[config.mk]
export PLATFORM = sky130hd
export DESIGN_NAME = matmul_stream_ctrl
export DESIGN_NICKNAME = d
export VERILOG_FILES = /design/src/rtl/matmul_stream_ctrl.sv
export SDC_FILE = /design/constraint.sdc
export NUM_CORES = 1
export LEC_CHECK = 0
export ABC_AREA = 1
export ABC_CLOCK_PERIOD_IN_PS = 33300
export BUFFER_PORTS_ARGS = -buffer_cell sky130_fd_sc_hd__buf_2
export CAP_MARGIN = 20
export CORE_MARGIN = 2
export CORE_UTILIZATION = 50
export CTS_CLUSTER_DIAMETER = 50
export DETAILED_ROUTE_END_ITERATION = 7
export PLACE_DENSITY_LB_ADDON = 0.2
export SYNTH_ARGS = -nofsm -noshare
export SYNTH_HDL_FRONTEND = slang
export SYNTH_SLANG_ARGS = --single-unit
export TNS_END_PERCENT = 1
[constraint.sdc]
create_clock -name clk -period 33.3 [get_ports clk]
set_input_delay 6.66 -clock clk [delete_from_list [all_inputs] [get_ports clk]]
set_output_delay 6.66 -clock clk [all_outputs]
set_load 0.05 [all_outputs]
[src/rtl/matmul_stream_ctrl.sv]
// Stream controller for a DIM x DIM systolic matrix multiply: loads A/B, feeds the array
// column/row vectors, waits out the array latency, snapshots and drains the result matrix.
module matmul_stream_ctrl #(
    parameter int DIM     = 2,
    parameter int DATA_W  = 32,
    parameter int ACC_W   = 32,
    parameter int ARR_LAT = 3
) (
    input  logic                     clk,
    input  logic                     reset,
    input  logic                     in_valid,
    output logic                     in_ready,
    input  logic [DATA_W-1:0]        in_data,
    input  logic [DATA_W-1:0]        in_weight,
    input  logic                     acc_mode,
    output logic                     arr_clear,
    output logic                     arr_en,
    output logic [DIM*DATA_W-1:0]    arr_data,
    output logic [DIM*DATA_W-1:0]    arr_weight,
    input  logic [DIM*DIM*ACC_W-1:0] arr_result,
    output logic                     out_valid,
    input  logic                     out_ready,
    output logic [ACC_W-1:0]         out_data,
    output logic                     out_last,
    output logic                     busy,
    output logic                     done
);
    localparam int NUM_EL = DIM * DIM;
    localparam int CNT_W  = $clog2(NUM_EL + 1);
    localparam int STEP_W = $clog2(DIM + ARR_LAT + 1);
    localparam logic [CNT_W-1:0]  EL_FULL    = CNT_W'(NUM_EL);
    localparam logic [CNT_W-1:0]  EL_LAST    = CNT_W'(NUM_EL - 1);
    localparam logic [STEP_W-1:0] FEED_LAST  = STEP_W'(DIM - 1);
    localparam logic [STEP_W-1:0] FLUSH_LAST = STEP_W'(DIM + ARR_LAT - 1);

    typedef enum logic [2:0] {StIdle, StLoad, StFeed, StFlush, StOut} state_e;

    state_e            state_q, state_d;
    logic [CNT_W-1:0]  load_idx_q, load_idx_d;
    logic [CNT_W-1:0]  out_idx_q, out_idx_d;
    logic [STEP_W-1:0] step_q, step_d;
    logic              acc_q, acc_d;
    logic              snapshot;
    logic              load_fire, out_fire;

    logic [DATA_W-1:0] a_buf_q   [NUM_EL];
    logic [DATA_W-1:0] b_buf_q   [NUM_EL];
    logic [ACC_W-1:0]  res_buf_q [NUM_EL];

    logic in_ready_q, arr_clear_q, arr_en_q, out_valid_q, out_last_q, busy_q, done_q;

    assign load_fire = in_valid && in_ready_q;
    assign out_fire  = out_valid_q && out_ready;

    always_comb begin
        state_d    = state_q;
        load_idx_d = load_idx_q;
        out_idx_d  = out_idx_q;
        step_d     = step_q;
        acc_d      = acc_q;
        snapshot   = 1'b0;
        unique case (state_q)
            StIdle: begin
                if (load_fire) begin
                    state_d    = StLoad;
                    acc_d      = acc_mode;
                    load_idx_d = load_idx_q + 1'b1;
                end
            end
            StLoad: begin
                // A full buffer spends one cycle here with in_ready low before feeding.
                if (load_idx_q == EL_FULL) begin
                    state_d    = StFeed;
                    load_idx_d = '0;
                    step_d     = '0;
                end else if (load_fire) begin
                    load_idx_d = load_idx_q + 1'b1;
                end
            end
            StFeed: begin
                step_d = step_q + 1'b1;
                if (step_q == FEED_LAST) begin
                    state_d = StFlush;
                end
            end
            StFlush: begin
                if (step_q == FLUSH_LAST) begin
                    state_d   = StOut;
                    step_d    = '0;
                    out_idx_d = '0;
                    snapshot  = 1'b1;
                end else begin
                    step_d = step_q + 1'b1;
                end
            end
            StOut: begin
                if (out_fire) begin
                    if (out_idx_q == EL_LAST) begin
                        state_d   = StIdle;
                        out_idx_d = '0;
                    end else begin
                        out_idx_d = out_idx_q + 1'b1;
                    end
                end
            end
            default: state_d = StIdle;
        endcase
    end

    always_ff @(posedge clk or posedge reset) begin
        if (reset) begin
            state_q     <= StIdle;
            load_idx_q  <= '0;
            out_idx_q   <= '0;
            step_q      <= '0;
            acc_q       <= 1'b0;
            in_ready_q  <= 1'b0;
            arr_clear_q <= 1'b0;
            arr_en_q    <= 1'b0;
            out_valid_q <= 1'b0;
            out_last_q  <= 1'b0;
            busy_q      <= 1'b0;
            done_q      <= 1'b0;
        end else begin
            state_q     <= state_d;
            load_idx_q  <= load_idx_d;
            out_idx_q   <= out_idx_d;
            step_q      <= step_d;
            acc_q       <= acc_d;
            // Control outputs are registered from the next state so they line up with it.
            in_ready_q  <= (state_d == StIdle || state_d == StLoad) && (load_idx_d != EL_FULL);
            arr_en_q    <= (state_d == StFeed) || (state_d == StFlush);
            arr_clear_q <= (state_d == StFeed) && (step_d == '0) && !acc_d;
            out_valid_q <= (state_d == StOut);
            out_last_q  <= (state_d == StOut) && (out_idx_d == EL_LAST);
            busy_q      <= (state_d != StIdle);
            done_q      <= (state_q == StOut) && out_fire && (out_idx_q == EL_LAST);
        end
    end

    always_ff @(posedge clk or posedge reset) begin
        if (reset) begin
            for (int e = 0; e < NUM_EL; e++) begin
                a_buf_q[e]   <= '0;
                b_buf_q[e]   <= '0;
                res_buf_q[e] <= '0;
            end
        end else begin
            for (int e = 0; e < NUM_EL; e++) begin
                if (load_fire && load_idx_q == CNT_W'(e)) begin
                    a_buf_q[e] <= in_data;
                    b_buf_q[e] <= in_weight;
                end
                if (snapshot) begin
                    res_buf_q[e] <= arr_result[e*ACC_W +: ACC_W];
                end
            end
        end
    end

    // Vector k: lane i carries A[i][k] and B[k][i].
    always_comb begin
        arr_data   = '0;
        arr_weight = '0;
        if (state_q == StFeed) begin
            for (int k = 0; k < DIM; k++) begin
                if (step_q == STEP_W'(k)) begin
                    for (int i = 0; i < DIM; i++) begin
                        arr_data[i*DATA_W +: DATA_W]   = a_buf_q[i*DIM + k];
                        arr_weight[i*DATA_W +: DATA_W] = b_buf_q[k*DIM + i];
                    end
                end
            end
        end
    end

    always_comb begin
        out_data = '0;
        if (state_q == StOut) begin
            for (int j = 0; j < NUM_EL; j++) begin
                if (out_idx_q == CNT_W'(j)) begin
                    out_data = res_buf_q[j];
                end
            end
        end
    end

    assign in_ready  = in_ready_q;
    assign arr_clear = arr_clear_q;
    assign arr_en    = arr_en_q;
    assign out_valid = out_valid_q;
    assign out_last  = out_last_q;
    assign busy      = busy_q;
    assign done      = done_q;

endmodule

==> out/qor.yml, run 1 <==
cts_hold_buf: 0
grt_pass1_wl_mm: 76.1
dr.first_iter.drc_count: 1342
min_period_ns: 10.38
slowest_delay_ns: 0.74
drive_gt1_share_pct: 20.1
synth_area_leaders: "dfrtp_1 (57%), nand2_1 (14%), o21ai_0 (9.2%)"
clkSlewWorstSetupHoldPaths_ns: 0.06
place_congestion: 0.871
dp.cells: 2682
synth-seq-cells: 404
finalMaxSlewViolations: 0
worst_pin_slew_ns: 1.09
max-cap-violations: 0
grt_overflow: 0
stdcell_count: 2770
drt_wl_total_mm: 48.5
setup_slack_ns: 22.92
route.detailed.drc: 0
h-tree-depth: 2
placed_area_mm2: 0.0196
num-nets-final: 2480
ctsResizeCount: 0
final_area_mm2: 0.0212
die_w_um: 193
power_density_mw_per_mm2: 96.3
end_kind: "primary output"
row_count: 69
area_growth_pct: 19.2
clk_latency_ns: 0.56
ant_nets: 0
synth_top_area_share_pct: 56.7
initial_core_util_pct: 50.5
post_cts_buffers: 0
io_pins: 364
dp_hpwl_mm: 30.9
core-area_mm2: 0.0353
clock_skew_ns: 0.0148
syn-num-nets: 2204
rsz0062_at_grt: "no"
outcome: "completed"
dieArea_mm2: 0.0372
antenna_found_initial: 10
hold_ws_ns: 0.473
crit_fanout: 85
seq_area_frac_synth_pct: 56.7
dieHeight_um: 193
worstPathRequired_ns: 26.64
avgViaCountPerCell: 5.48
syn_area_mm2: 0.0178
grt_usage_pct: 25.9
first_global_vias: 14396
worstPathCellList: "inv_2 > nand2_1 > nor2_4 > buf_4 > nand2_1 > inv_4 > buf_4 > a32o_1 > buf_2"
critPathKind: "reg -> out"
grt_max_degree: 196
cts_tree: "built"
yosysTopAreaCell: "dfrtp_1"
cts_buffers: 45
cp_slowest_cell: "buf_4"
wl_per_cell_um: 17.5
leakagePower_nw: 10.9
yosys_warnings: 0
synth_cell_types: 21
cp-start-kind: "register"
critPathArrivalTime_ns: 3.72
synth_area_per_cell_um2: 8.93
fin_crit_sh_pct: 31.2
clock.fmax_mhz: 96.3
fin_setup_tns_ns: 0
io_buffers: 363
ctsRootBufferMaster: "clkbuf_16"
setup_viol: 0
pre_cts_slack_ns: 23.55
vias: 15174
clock_sink_count: 404
synthCells: 1995
peakVddDrop_mv: 0.0576
dr.pass1.iters: 5
hold_path_class: "reg -> reg"
clk_path_buf_depth: 3
relSlewSlack_pct: 27.2
finalHoldViolations: 0
## worst max-delay path: cells and delay by family (launching register included)
family	cells	cell delay, ns
simple gates	3	0.38
compound gates	1	0.23
flops	1	0.44
buf+inv	5	1.98
## cells in the mapped netlist, drive strengths merged
cell type,number
a21oi,35
nand2,688
o211ai,3
nand3,114
nor3,1
inv,104
dfrtp,404
nand4,1
buf,84
clkbuf,71
nor2,23
a32o,128
clkinv,1
o21ai,326
ha,12
## routing by layer
metal	GRT usage (%)	vias to the layer above	share of wire, %
li1	-	7236	-
met1	35.7	7166	42
met2	39.1	661	46
met3	6.00	103	8.9
met4	11.4	8	3.2
met5	0	-	0.087
## kinds of logic (layout without fill, tap and decap cells)
group           after synthesis  after routing  share of synthesized area [%]
compound gates              492            492                           17.5
flops                       404            404                           56.7
simple gates                827            827                           18.3
buf+inv                     260            568                           6.69
other cells                   0              6                              0
fa+ha+maj                    12             12                          0.843
## path summary, 6_finish.rpt
| path | from | to | slack (ns) | depth (start not counted) |
|---|---|---|---|---|
| worst min-delay path | res_buf_q[43] | res_buf_q[43] | 0.47 | 2 |
| min in group asynchronous | reset | res_buf_q[51] | 6.24 | 2 |
| max in group asynchronous | reset | b_buf_q[81] | 25.48 | 3 |
| worst max-delay path | state_q[2] | arr_weight[52] | 22.92 | 9 |
| worst min register to register | res_buf_q[43] | res_buf_q[43] | 0.47 | 2 |
| worst max register to register | step_q[0] | res_buf_q[4] | 30.23 | 9 |
## cells in the final DEF, fill, tap and decap left out, drive strengths merged, types with 3 or more instances in the layout
cell type | synthesis | routed
nand2 | 688 | 688
dfrtp | 404 | 404
buf | 84 | 384
o21ai | 326 | 326
a32o | 128 | 128
nand3 | 114 | 114
inv | 104 | 105
clkbuf | 71 | 69
a21oi | 35 | 35
nor2 | 23 | 23
ha | 12 | 12
diode | 0 | 6
clkinv | 1 | 5
bufinv | 0 | 4
o211ai | 3 | 3
## sequential cells by signal, indices dropped and copies added, names as in the netlist, 3 cells and up
name	count
out_idx_q	3
res_buf_q	128
load_idx_q	3
b_buf_q	128
step_q	3
state_q	3
a_buf_q	128
## layout make-up
cell class	count	area, µm²
Multi-Input combinational cell	1331	6580
Clock inverter	10	170
Sequential cell	404	10100
Tap cell	461	577
Fill cell	3119	14100
Antenna cell	6	15.0
Clock buffer	69	1340
Timing Repair Buffer	384	2050
Inverter	105	408
## metrics by stage
| stage | utilization, % | power (mW) |
|---|---|---|
| after floorplan | - | 1.35 |
| after global placement | 55.6 | 1.51 |
| after detailed placement | 55.6 | 1.54 |
| after CTS | 59.9 | 2.05 |
| after global routing | 60.2 | 2.19 |
| final | 60.2 | 2.05 |
## power breakdown
part / switching (mW) / internal (mW) / leakage, nW
clock: 0.197 / 0.308 / 0.733
combinational: 0.469 / 0.210 / 5.36
sequential: 0.145 / 0.717 / 4.86
(Power assumes the default switching activity.)
==> inputs of run 2 (changes only) <==
- ABC_CLOCK_PERIOD_IN_PS: 33300 -> 10650
- clock period: 33.3 -> 10.65 ns (I/O delays scaled with it)
==> out/qor.yml, run 2 (synthesis results as in run 1) <==
layout_commonest_cell: "nand2_1"
grt_overflow: 0
p_seq_share_pct: 42.3
post_cts_buffers: 0
initial_core_util_pct: 50.5
first_global_vias: 14473
clock.fmax_mhz: 172
clock_sink_count: 404
worstPathRequired_ns: 8.52
switchingPower_mw: 2.53
io_pins: 364
dr.first_iter.drc_count: 1184
power_frac_comb_pct: 33.7
peakVddDrop_mv: 0.298
worst_pin_slew_ns: 1.07
internal_power_mw: 3.83
row_count: 69
critPathKind: "reg -> out"
critPathBufInv: 4
avgViaCountPerCell: 5.54
switching_share_pct: 39.8
max-cap-violations: 0
ant_nets: 0
cp_common_cell: "nand2_1"
fin_crit_sh_pct: 54.5
die_w_um: 193
io_buffers: 363
fin_setup_tns_ns: 0
route.detailed.drc: 0
min_from: "res_buf_q[26]"
ctsResizeCount: 0
power_density_mw_per_mm2: 299
cpLargestDelayFamily: "buffers and inverters"
dr.pass1.iters: 5
vias: 15313
end_kind: "primary output"
relSlewSlack_pct: 28.4
cts_tree: "built"
dieHeight_um: 193
hold_path_class: "reg -> reg"
place_congestion: 0.819
drt_wl_total_mm: 49.1
finalHoldViolations: 0
fill_cells: 3112
finalMaxSlewViolations: 0
ctsRootBufferMaster: "clkbuf_16"
cp_slowest_cell: "buf_4"
core-area_mm2: 0.0353
top_regs: "a_buf_q (128), b_buf_q (128), res_buf_q (128)"
grt_pass1_wl_mm: 77.4
crit_path_start: "state_q[2]"
num-nets-final: 2481
antenna_found_initial: 9
clock_power_share_pct: 24.0
clk_path_buf_depth: 3
cts_hold_buf: 0
layout_common_cells: "nand2_1 (685), dfrtp_1 (404), buf_2 (363)"
rsz0062_at_grt: "no"
reg2reg_from: "step_q[0]"
critPathArrivalTime_ns: 3.67
slowest_delay_ns: 0.78
setup_viol: 0
dieArea_mm2: 0.0372
outcome: "completed"
leakagePower_nw: 11.0
h-tree-depth: 2
crit_fanout: 89
grt_max_degree: 165
wl_per_cell_um: 17.8
area_growth_pct: 19.2
drive_gt1_share_pct: 20.5
clkSlewWorstSetupHoldPaths_ns: 0.05
worstPathCellList: "inv_2 > nand2_1 > nor2_4 > nand2_1 > inv_4 > buf_4 > a32o_1 > buf_2"
dp_hpwl_mm: 31.5
cts_buffers: 45
cp-start-kind: "register"
clock_skew_ns: 0.0102
min_period_ns: 5.80
grt_usage_pct: 26.3
final_util_pct: 60.2
clk_latency_ns: 0.57
run 2: cell count changes in the layout (fill, tap and decap cells not counted), moves of 2 or more:
| cell | before | now |
|---|---|---|
| clkbuf_8 | 8 | 17 |
| clkbuf_1 | 14 | 3 |
| diode_2 | 6 | 4 |
| clkinv_2 | 2 | 5 |
| buf_12 | 1 | 3 |
| bufinv_16 | 4 | 0 |
| inv_8 | 2 | 0 |
run 2: worst paths after layout:
path | end | slack (ns) | depth (start not counted)
setup / recovery | arr_weight[42] | 4.85 | 8
hold / removal | res_buf_q[26] | 0.47 | 2
setup reg to reg | res_buf_q[81] | 7.68 | 9
hold reg to reg | res_buf_q[26] | 0.47 | 2
max in group asynchronous | b_buf_q[121] | 7.25 | 4
min in group asynchronous | out_idx_q[2] | 1.48 | 2
run 2: cell type report:
cell class	count	area, µm²	share of cell area, %
Antenna cell	4	10.0	0.0471
Clock buffer	67	1420	6.69
Clock inverter	9	63.8	0.300
Inverter	105	404	1.90
Multi-Input combinational cell	1331	6580	31.0
Sequential cell	404	10100	47.6
Tap cell	461	577	2.72
Timing Repair Buffer	385	2080	9.79
run 2: metrics by stage:
| stage | power [mW] | setup slack (ns) | std cells | cell area (µm²) | hold slack (ns) |
|---|---|---|---|---|---|
| floorplan | 4.21 | 3.08 | 1995 | 17800 | 0.444 |
| global placement | 4.72 | 5.61 | 2681 | 19600 | 0.457 |
| detailed placement | 4.79 | 5.48 | 2681 | 19600 | 0.460 |
| CTS | 6.35 | 4.87 | 2757 | 21100 | 0.475 |
| global route | 6.81 | 4.64 | 2762 | 21200 | 0.489 |
| finish | 6.36 | 4.85 | 2766 | 21200 | 0.471 |
run 2: per-layer routing:
layer,vias up,routed length [µm],track usage [%]
li1,7233,-,-
met1,7360,20700,36.4
met2,609,22600,40.4
met3,99,4360,6.42
met4,12,1400,9.66
met5,-,66,0
run 2: power by group through the flow:
| stage | clock network (mW) | logic (mW) | registers [mW] |
|---|---|---|---|
| finish | 1.53 | 2.14 | 2.69 |
| global placement | 0 | 2.02 | 2.70 |
| floorplan | 0 | 1.64 | 2.56 |
| detailed placement | 0 | 2.10 | 2.69 |
| CTS | 1.55 | 2.12 | 2.68 |
| global route | 1.62 | 2.43 | 2.76 |
run 2: worst register-to-register path: cells and delay by family (launching register included):
| kind | cells | cell delay [ns] |
|---|---|---|
| flops | 1 | 0.39 |
| simple gates | 4 | 0.81 |
| fa+ha+maj | 1 | 0.24 |
| buf+inv | 4 | 1.44 |
==> inputs of run 3 (changes only) <==
- ABC_CLOCK_PERIOD_IN_PS: 10650 -> 5400
- clock period: 10.65 -> 5.4 ns (I/O delays scaled with it)
==> out/qor.yml, run 3 (synthesis results as in run 1) <==
h-tree-depth: 2
critPathArrivalTime_ns: 3.25
finalHoldViolations: 0
worstPathCellList: "inv_2 > nand2_1 > nor2_4 > buf_4 > buf_4 > a32o_1 > buf_2"
vias: 15265
crit_fanout: 81
dr.pass1.iters: 5
cts_buffers: 47
drt_wl_total_mm: 49.3
ant_nets: 0
clk_latency_ns: 0.55
cpLargestDelayFamily: "buffers and inverters"
final_util_pct: 60.4
clk_path_buf_depth: 3
max-cap-violations: 0
place_congestion: 0.866
worst_pin_slew_ns: 0.990
leakagePower_nw: 11.0
power_density_mw_per_mm2: 596
cts_tree: "built"
io_pins: 364
wl_per_cell_um: 17.8
layout_common_cells: "nand2_1 (685), dfrtp_1 (404), buf_2 (363)"
io_buffers: 363
top_regs: "a_buf_q (128), b_buf_q (128), res_buf_q (128)"
worstPathRequired_ns: 4.32
slowest_delay_ns: 0.79
fin_crit_sh_pct: 80.1
fill_cells: 3184
initial_core_util_pct: 50.5
area_growth_pct: 19.7
core-area_mm2: 0.0353
dieArea_mm2: 0.0372
grt_usage_pct: 26.2
dr.first_iter.drc_count: 1063
first_global_vias: 14413
finalMaxSlewViolations: 0
cp-start-kind: "register"
antenna_found_initial: 14
clock_sink_count: 404
rsz0062_at_grt: "no"
dieHeight_um: 193
route.detailed.drc: 0
num-nets-final: 2486
layout_commonest_cell: "nand2_1"
cp_common_cell: "buf_4"
dp.cells: 2687
min_period_ns: 4.33
hold_path_class: "reg -> reg"
dp_hpwl_mm: 31.4
grt_max_degree: 137
outcome: "completed"
post_cts_buffers: 0
ctsResizeCount: 0
cts_hold_buf: 0
clock_skew_ns: 0.0123
end_kind: "primary output"
row_count: 69
setup_viol: 0
drive_gt1_share_pct: 20.6
relSlewSlack_pct: 34.0
clkSlewWorstSetupHoldPaths_ns: 0.05
cp_slowest_cell: "buf_4"
critPathBufInv: 4
peakVddDrop_mv: 0.339
critPathKind: "reg -> out"
clock.fmax_mhz: 231
grt_pass1_wl_mm: 77.2
ctsRootBufferMaster: "clkbuf_16"
grt_overflow: 0
stdcell_count: 2777
avgViaCountPerCell: 5.50
die_w_um: 193
run 3: changes by cell type in the layout (fill, tap and decap cells not counted), moves of 2 or more:
cell	delta
clkbuf_8	-8
buf_4	+5
clkbuf_1	+5
bufinv_16	+4
clkinvlp_4	+3
buf_16	-2
clkbuf_16	+2
clkinv_2	+2
run 3: tightest hold or removal path, cell delays in order (launching register included):
cell and delay [ns]:
dfrtp_1 0.34, nand2_1 0.05, nand2_1 0.05
run 3: power by group:
group          leakage (nW)  total [mW]  internal [mW]  switching (mW)
Sequential             4.86        5.28           4.42           0.862
Combinational          5.37        4.21           1.29            2.92
Clock                 0.775        3.22           1.97            1.25
Total                  11.0        12.7           7.68            5.03
run 3: worst paths after layout:
path	startpoint	end	slack, ns	cells past startpoint
setup / recovery	state_q[2]	arr_weight[43]	1.07	7
hold / removal	res_buf_q[0]	res_buf_q[0]	0.47	2
setup reg to reg	step_q[0]	res_buf_q[104]	2.48	9
hold reg to reg	res_buf_q[0]	res_buf_q[0]	0.47	2
max in group asynchronous	reset	res_buf_q[87]	3.56	3
min in group asynchronous	reset	out_idx_q[1]	0.60	2
run 3: final cells by class:
class	count	area (µm²)	area share (%)
Antenna cell	5	12.5	0.0586
Tap cell	461	577	2.70
Inverter	105	404	1.89
Sequential cell	404	10100	47.4
Clock buffer	66	1380	6.47
Timing Repair Buffer	388	2060	9.66
Multi-Input combinational cell	1331	6580	30.9
Clock inverter	17	208	0.973
run 3: layer usage:
metal  track usage (%)  vias to the layer above  part of all wire, %
met5                 0                        -                 0.26
met4              9.22                       20                  3.1
met3              7.06                      130                  8.9
met2              40.2                      620                   46
met1              36.0                     7239                   42
li1                  -                     7256                    -
run 3: per-stage QoR:
stage	setup slack, ns	hold WS (ns)	cell area (µm²)	setup TNS (ns)	power (mW)
finish	1.07	0.472	21300	0	12.7
global route	0.939	0.488	21300	0	13.6
CTS	1.09	0.475	21300	0	12.7
detailed placement	1.69	0.460	19700	0	9.48
global placement	1.69	0.456	19700	0	9.34
floorplan	-1.12	0.444	17800	-453.17	8.30
